`config.mk`:
```
export PLATFORM = sky130hd
export DESIGN_NAME = ca_code_generator
export DESIGN_NICKNAME = d
export VERILOG_FILES = /design/src/rtl/gps_pkg.sv /design/src/rtl/ca_lfsr10.sv /design/src/rtl/ca_code_generator.sv
export SDC_FILE = /design/constraint.sdc
export NUM_CORES = 1
export LEC_CHECK = 0
export CORE_ASPECT_RATIO = 0.9
export CORE_MARGIN = 2
export CORE_UTILIZATION = 30
export DETAILED_ROUTE_END_ITERATION = 10
export GPL_ROUTABILITY_DRIVEN = 0
export PLACE_DENSITY_LB_ADDON = 0.05
export SKIP_CTS_REPAIR_TIMING = 1
export SLEW_MARGIN = 30
export SYNTH_ARGS = -nofsm -noshare
export SYNTH_HDL_FRONTEND = slang
export SYNTH_HIERARCHICAL = 1
export SYNTH_SLANG_ARGS = --single-unit
```
`constraint.sdc`:
```
create_clock -name CLK -period 6 [get_ports CLK]
set_input_delay 1.2 -clock CLK [delete_from_list [all_inputs] [get_ports CLK]]
set_output_delay 1.2 -clock CLK [all_outputs]
set_load 0.01 [all_outputs]
```
`src/rtl/gps_pkg.sv`:
```
// Shared constants, types and helpers for the GPS L1 C/A code generator.
// The G2 phase-selector table packs each (s1,s2) tap pair as two nibbles.
package gps_pkg;

   localparam int CODE_LEN = 1023;
   localparam int NUM_PRN  = 32;

   typedef logic [9:0] chip_idx_t;
   typedef logic [5:0] prn_t;

   typedef struct packed {
      logic [3:0] s1;
      logic [3:0] s2;
   } tap_pair_t;

   typedef enum logic [0:0] {
      ST_IDLE = 1'b0,
      ST_RUN  = 1'b1
   } gen_state_t;

   localparam logic [9:0] LFSR_INIT = 10'h3FF;
   // Bit k-1 set means stage k feeds back: G1 = x^3+x^10, G2 = x^2+x^3+x^6+x^8+x^9+x^10.
   localparam logic [9:0] G1_MASK   = 10'h204;
   localparam logic [9:0] G2_MASK   = 10'h3A6;

   localparam logic [7:0] G2_TAPS [0:31] = '{
      8'h26, 8'h37, 8'h48, 8'h59, 8'h19, 8'h2A, 8'h18, 8'h29,
      8'h3A, 8'h23, 8'h34, 8'h56, 8'h67, 8'h78, 8'h89, 8'h9A,
      8'h14, 8'h25, 8'h36, 8'h47, 8'h58, 8'h69, 8'h13, 8'h46,
      8'h57, 8'h68, 8'h79, 8'h8A, 8'h16, 8'h27, 8'h38, 8'h49
   };

   function automatic logic parity10(input logic [9:0] v);
      return ^v;
   endfunction

   function automatic logic prn_valid(input prn_t p, input int num_prn);
      return (p != 6'd0) && (int'(p) <= num_prn);
   endfunction

   function automatic tap_pair_t prn_taps(input prn_t p);
      logic [4:0] idx;
      idx = 5'(p - 6'd1);
      return tap_pair_t'(G2_TAPS[idx]);
   endfunction

endpackage

```
`src/rtl/ca_lfsr10.sv`:
```
// 10-bit Fibonacci LFSR: stage 1 is bit 0, new feedback enters stage 1,
// stage 10 (bit 9) is the oldest bit. Load-ones has priority over shift.
module ca_lfsr10
   import gps_pkg::*;
#(
   parameter logic [9:0] TAP_MASK = 10'h204
) (
   input  logic       CLK,
   input  logic       RESET,
   input  logic       load_ones,
   input  logic       shift_en,
   output logic [9:0] lfsr_state
);

   logic [9:0] lfsr_r;

   // Shift register with reload to the all-ones code-start value
   always_ff @(posedge CLK or posedge RESET) begin
      if (RESET) begin
         lfsr_r <= LFSR_INIT;
      end else if (load_ones) begin
         lfsr_r <= LFSR_INIT;
      end else if (shift_en) begin
         lfsr_r <= {lfsr_r[8:0], parity10(lfsr_r & TAP_MASK)};
      end else begin
         lfsr_r <= lfsr_r;
      end
   end

   assign lfsr_state = lfsr_r;

endmodule

```
`src/rtl/ca_code_generator.sv`:
```
// GPS L1 C/A Gold code generator with epoch-aligned PRN switching.
// A PRN request made while running is held pending and applied only at the chip 1022 -> 0 wrap.
module ca_code_generator
   import gps_pkg::*;
#(
   parameter int CODE_LEN = gps_pkg::CODE_LEN,
   parameter int NUM_PRN  = gps_pkg::NUM_PRN
) (
   input  logic       CLK,
   input  logic       RESET,
   input  logic       CHIP_EN,
   input  logic [5:0] PRN,
   input  logic       PRN_LOAD,
   output logic       CODE_OUT,
   output logic       EPOCH,
   output logic [9:0] CHIP_INDEX,
   output logic       VALID,
   output logic [5:0] ACTIVE_PRN
);

   localparam chip_idx_t LAST_CHIP_C = chip_idx_t'(CODE_LEN - 1);

   gen_state_t state_r, state_nxt_s;
   prn_t       active_prn_r, active_prn_nxt_s;
   prn_t       pend_prn_r, pend_prn_nxt_s;
   logic       pend_flag_r, pend_flag_nxt_s;
   chip_idx_t  chip_idx_r, chip_idx_nxt_s;
   logic       lfsr_load_s, lfsr_shift_s;
   prn_t       wrap_prn_s;
   logic [9:0] g1_s, g2_s;
   tap_pair_t  taps_s;
   logic [3:0] sel1_s, sel2_s;
   logic       valid_s;

   // State, PRN and chip-index registers
   always_ff @(posedge CLK or posedge RESET) begin
      if (RESET) begin
         state_r      <= ST_IDLE;
         active_prn_r <= 6'd0;
         pend_prn_r   <= 6'd0;
         pend_flag_r  <= 1'b0;
         chip_idx_r   <= 10'd0;
      end else begin
         state_r      <= state_nxt_s;
         active_prn_r <= active_prn_nxt_s;
         pend_prn_r   <= pend_prn_nxt_s;
         pend_flag_r  <= pend_flag_nxt_s;
         chip_idx_r   <= chip_idx_nxt_s;
      end
   end

   // Next-state logic: start, chip advance, pending capture and wrap-time PRN switch
   always_comb begin
      state_nxt_s      = state_r;
      active_prn_nxt_s = active_prn_r;
      pend_prn_nxt_s   = pend_prn_r;
      pend_flag_nxt_s  = pend_flag_r;
      chip_idx_nxt_s   = chip_idx_r;
      lfsr_load_s      = 1'b0;
      lfsr_shift_s     = 1'b0;
      wrap_prn_s       = active_prn_r;
      case (state_r)
         ST_IDLE: begin
            if (PRN_LOAD && prn_valid(PRN, NUM_PRN)) begin
               state_nxt_s      = ST_RUN;
               active_prn_nxt_s = PRN;
               chip_idx_nxt_s   = 10'd0;
               lfsr_load_s      = 1'b1;
               pend_flag_nxt_s  = 1'b0;
               pend_prn_nxt_s   = 6'd0;
            end else begin
               state_nxt_s = ST_IDLE;
            end
         end
         ST_RUN: begin
            if (CHIP_EN && (chip_idx_r == LAST_CHIP_C)) begin
               // A same-cycle request wins over anything already pending
               if (PRN_LOAD) begin
                  wrap_prn_s = PRN;
               end else if (pend_flag_r) begin
                  wrap_prn_s = pend_prn_r;
               end else begin
                  wrap_prn_s = active_prn_r;
               end
               lfsr_load_s     = 1'b1;
               chip_idx_nxt_s  = 10'd0;
               pend_flag_nxt_s = 1'b0;
               pend_prn_nxt_s  = 6'd0;
               if (prn_valid(wrap_prn_s, NUM_PRN)) begin
                  state_nxt_s      = ST_RUN;
                  active_prn_nxt_s = wrap_prn_s;
               end else begin
                  state_nxt_s      = ST_IDLE;
                  active_prn_nxt_s = 6'd0;
               end
            end else begin
               if (CHIP_EN) begin
                  lfsr_shift_s   = 1'b1;
                  chip_idx_nxt_s = chip_idx_t'(chip_idx_r + 10'd1);
               end else begin
                  chip_idx_nxt_s = chip_idx_r;
               end
               if (PRN_LOAD) begin
                  pend_prn_nxt_s  = PRN;
                  pend_flag_nxt_s = 1'b1;
               end else begin
                  pend_flag_nxt_s = pend_flag_r;
               end
            end
         end
         default: begin
            state_nxt_s      = ST_IDLE;
            active_prn_nxt_s = 6'd0;
            pend_flag_nxt_s  = 1'b0;
            pend_prn_nxt_s   = 6'd0;
            chip_idx_nxt_s   = 10'd0;
            lfsr_load_s      = 1'b1;
         end
      endcase
   end

   ca_lfsr10 #(.TAP_MASK(G1_MASK)) u_g1 (
      .CLK        (CLK),
      .RESET      (RESET),
      .load_ones  (lfsr_load_s),
      .shift_en   (lfsr_shift_s),
      .lfsr_state (g1_s)
   );

   ca_lfsr10 #(.TAP_MASK(G2_MASK)) u_g2 (
      .CLK        (CLK),
      .RESET      (RESET),
      .load_ones  (lfsr_load_s),
      .shift_en   (lfsr_shift_s),
      .lfsr_state (g2_s)
   );

   // Tap numbers are 1-based stage numbers; stage k lives in bit k-1
   assign taps_s  = prn_taps(active_prn_r);
   assign sel1_s  = 4'(taps_s.s1 - 4'd1);
   assign sel2_s  = 4'(taps_s.s2 - 4'd1);
   assign valid_s = (state_r == ST_RUN);

   assign VALID      = valid_s;
   assign ACTIVE_PRN = active_prn_r;
   assign CHIP_INDEX = chip_idx_r;
   assign EPOCH      = valid_s && (chip_idx_r == 10'd0);
   assign CODE_OUT   = valid_s & (g1_s[9] ^ g2_s[sel1_s] ^ g2_s[sel2_s]);

endmodule

```
==> results.sh <==
export IMPL_maxSlewHeadroom_pct=55.7
export IMPL_tightestPinTransition_ns=0.659
export IMPL_yosysTopAreaCellShare_pct=17.7
export IMPL_fin_crit_sh_pct=95.2
export IMPL_skew_ns=0.00513
export IMPL_critPathKind="reg2out"
export IMPL_synth_edf_count=0
export IMPL_rsz0062_at_grt="false"
export IMPL_drcViolationCount=0
export IMPL_status="completed"
export IMPL_synth_fp_nets=389
export IMPL_max_vdd_ir_drop_uv=199
export IMPL_nets=413
export IMPL_initial_utilization_pct=31.0
export IMPL_ios=29
export IMPL_areaGrowthSynthToFinish_pct=17.8
export IMPL_first_pass_iters=4
export IMPL_synth_top_cell_by_area="dfrtp_1"
export IMPL_path_clk_slew_ns=0.06
export IMPL_maxCapViolations=0
export IMPL_ant_nets=0
export IMPL_drtIter0Drc=189
export IMPL_leakage_nw=1.71
export IMPL_h_tree_depth=2
export IMPL_synthArstFlopShare_pct=100
export IMPL_ys_seq_area_share_pct=33.3
export IMPL_diodes=0
export IMPL_final_layout_size_suffix_gt1_share_pct=16.7
export IMPL_syn_area_um2=3380
export IMPL_synth_ff_type="dfrtp_1"
export IMPL_vias=2747
export IMPL_yosysWarningCount=6
export IMPL_endpoint_kind="output port"
export IMPL_finalCriticalPeriod_ns=5.71
export IMPL_grt_pass1_vias=2716
export IMPL_arrival_ns=4.51
export IMPL_coreArea_um2=10900
export IMPL_whs_ns=0.509
export IMPL_die_w_um=116
export IMPL_worstPathRequired_ns=4.80
export IMPL_postSynthCellCount=365
export IMPL_ff2ff_path_depth=10
export IMPL_slew_viol_final=0
export IMPL_synth_seq_cells=44
export IMPL_ys_types=66
export IMPL_drt_wirelength_per_cell_um=16.0
export IMPL_wirelength_mm=8.70
export IMPL_port_buffers=28
export IMPL_tns_ns=0
export IMPL_min_path_type="reg2reg"
export IMPL_worst_path_max_fanout=8
export IMPL_die_height_um=105
export IMPL_p_per_area_nw_per_um2=573
export IMPL_grt_max_degree=33
export IMPL_cts_root_buf="clkbuf_16"
export IMPL_synth_most_common_cell="nor2_1"
export IMPL_antenna_found_initial=0
export IMPL_fin_area_um2=3990
export IMPL_insertion_delay_ns=0.28
export IMPL_setup_viol=0
export IMPL_gr_total_overflow=0
export IMPL_hold_depth=1
export IMPL_dieArea_um2=12100
export IMPL_p_total_mw=2.28
export IMPL_numCtsBuffers=5
export IMPL_r2r_slack_ns=3.29
export IMPL_worst_setup_path_start_kind="register"
export IMPL_cts_tree="done"
export IMPL_vias_per_cell=5.07
export IMPL_gr_usage_all_layers_pct=14.9
export IMPL_hpwlAfterDp_mm=6.32
export IMPL_synth_top_cells_by_area="dfrtp_1, dfstp_2, mux2i_1"
export IMPL_placed_area_um2=3830
export IMPL_cts_buffer_depth=2
export IMPL_fmax_mhz=175
export IMPL_clock_sinks=44
export IMPL_synth_common_cells="nor2_1, nand2_1, dfrtp_1"
export IMPL_final_hold_viol_count=0
export IMPL_rows=36
export IMPL_syn_avg_cell_area_um2=9.27
export IMPL_grt_pass1_wl_mm=14.5
==> cell type report <==
type                       instances  area, µm²
clock buffer                       6        129
clock inverter                     2       11.3
fill                            1149       6910
inverter                          17       63.8
multi-input combinational        282       2100
sequential                        44       1130
tap                              152        190
timing repair buffer              39        363
==> flip-flops by register name (all words and copies together) (netlist names) <==
name             cells
CHIP_INDEX          10
u_g1/lfsr_state     10
u_g2/lfsr_state     10
ACTIVE_PRN           6
pend_prn_r           6
VALID                1
pend_flag_r          1
==> per-layer routing <==
layer / vias to the layer above / track usage [%] / part of all wire (%)
met5: - / 0 / 0
li1: 1357 / - / -
met3: 6 / 1.86 / 3.1
met2: 54 / 23.2 / 46
met4: 0 / 3.15 / 0.84
met1: 1330 / 22.1 / 50
==> cells in the final DEF (no fill, tap or decap), types with 5 or more instances in the layout <==
master           instances
nand2_1                 27
nor3_1                  11
clkdlybuf4s50_1         28
nor2_1                  35
xor2_1                   7
a22o_1                   6
mux2i_1                 22
xnor2_1                 13
a31oi_1                  7
o211ai_1                 5
clkbuf_16                5
dfrtp_1                 24
inv_1                   14
ha_1                    14
o21ai_0                 17
dfstp_2                 20
nand3_1                  9
a211o_1                  8
buf_4                   11
nand2b_1                 6
mux4_2                   5
nor2b_1                 15
a21oi_1                 11
==> cell families (layout without fill, tap and decap cells) <==
logic type               count (synthesis)  after routing  synth area share [%]
XOR/XNOR                                22             22                  6.51
multiplexers                            31             31                  11.6
buffers and inverters                   39             64                  5.06
flip-flops                              44             44                  33.3
adder cells (fa/ha/maj)                 14             14                  5.18
AND/OR/NAND/NOR                        129            129                  19.6
AO/OA/AOI/OAI                           86             86                  18.8
==> power by group <==
group	switching [mW]	internal (mW)	total, mW
Combinational	0.714	0.772	1.49
Clock	0.111	0.154	0.265
Sequential	0.109	0.424	0.533
==> worst paths after layout <==
| check | start | endpoint |
|---|---|---|
| worst min register to register | pend_prn_r[3] | pend_prn_r[3] |
| worst max register to register | CHIP_INDEX[4] | ACTIVE_PRN[3] |
| min in group asynchronous | RESET | CHIP_INDEX[7] |
| worst max-delay path | ACTIVE_PRN[0] | CODE_OUT |
| max in group asynchronous | RESET | CHIP_INDEX[3] |
| worst min-delay path | pend_prn_r[3] | pend_prn_r[3] |
==> worst max-delay path: stages, from the launching register on <==
cell and delay (ns):
dfrtp_1 0.39, inv_2 0.13, ha_1 0.18, inv_1 0.07
ha_1 0.40, nand2b_1 0.11, a2bb2oi_1 0.22, o221ai_2 0.15
a211oi_4 0.25, inv_1 0.13, ha_1 0.30, inv_1 0.11
mux4_2 0.30, and3_4 0.19, o31ai_2 0.25, xnor3_1 0.35
nor2b_1 0.14, clkdlybuf4s50_1 0.55
==> through the flow <==
stage	instances	util (%)	worst slack (ns)
floorplan	365	-	0.586
global placement	533	35.1	0.453
detailed placement	533	35.1	0.364
CTS	541	36.4	0.0496
global route	542	36.6	0.0447
finish	542	36.6	0.291
Note: power is estimated with default switching activity, not from simulation.
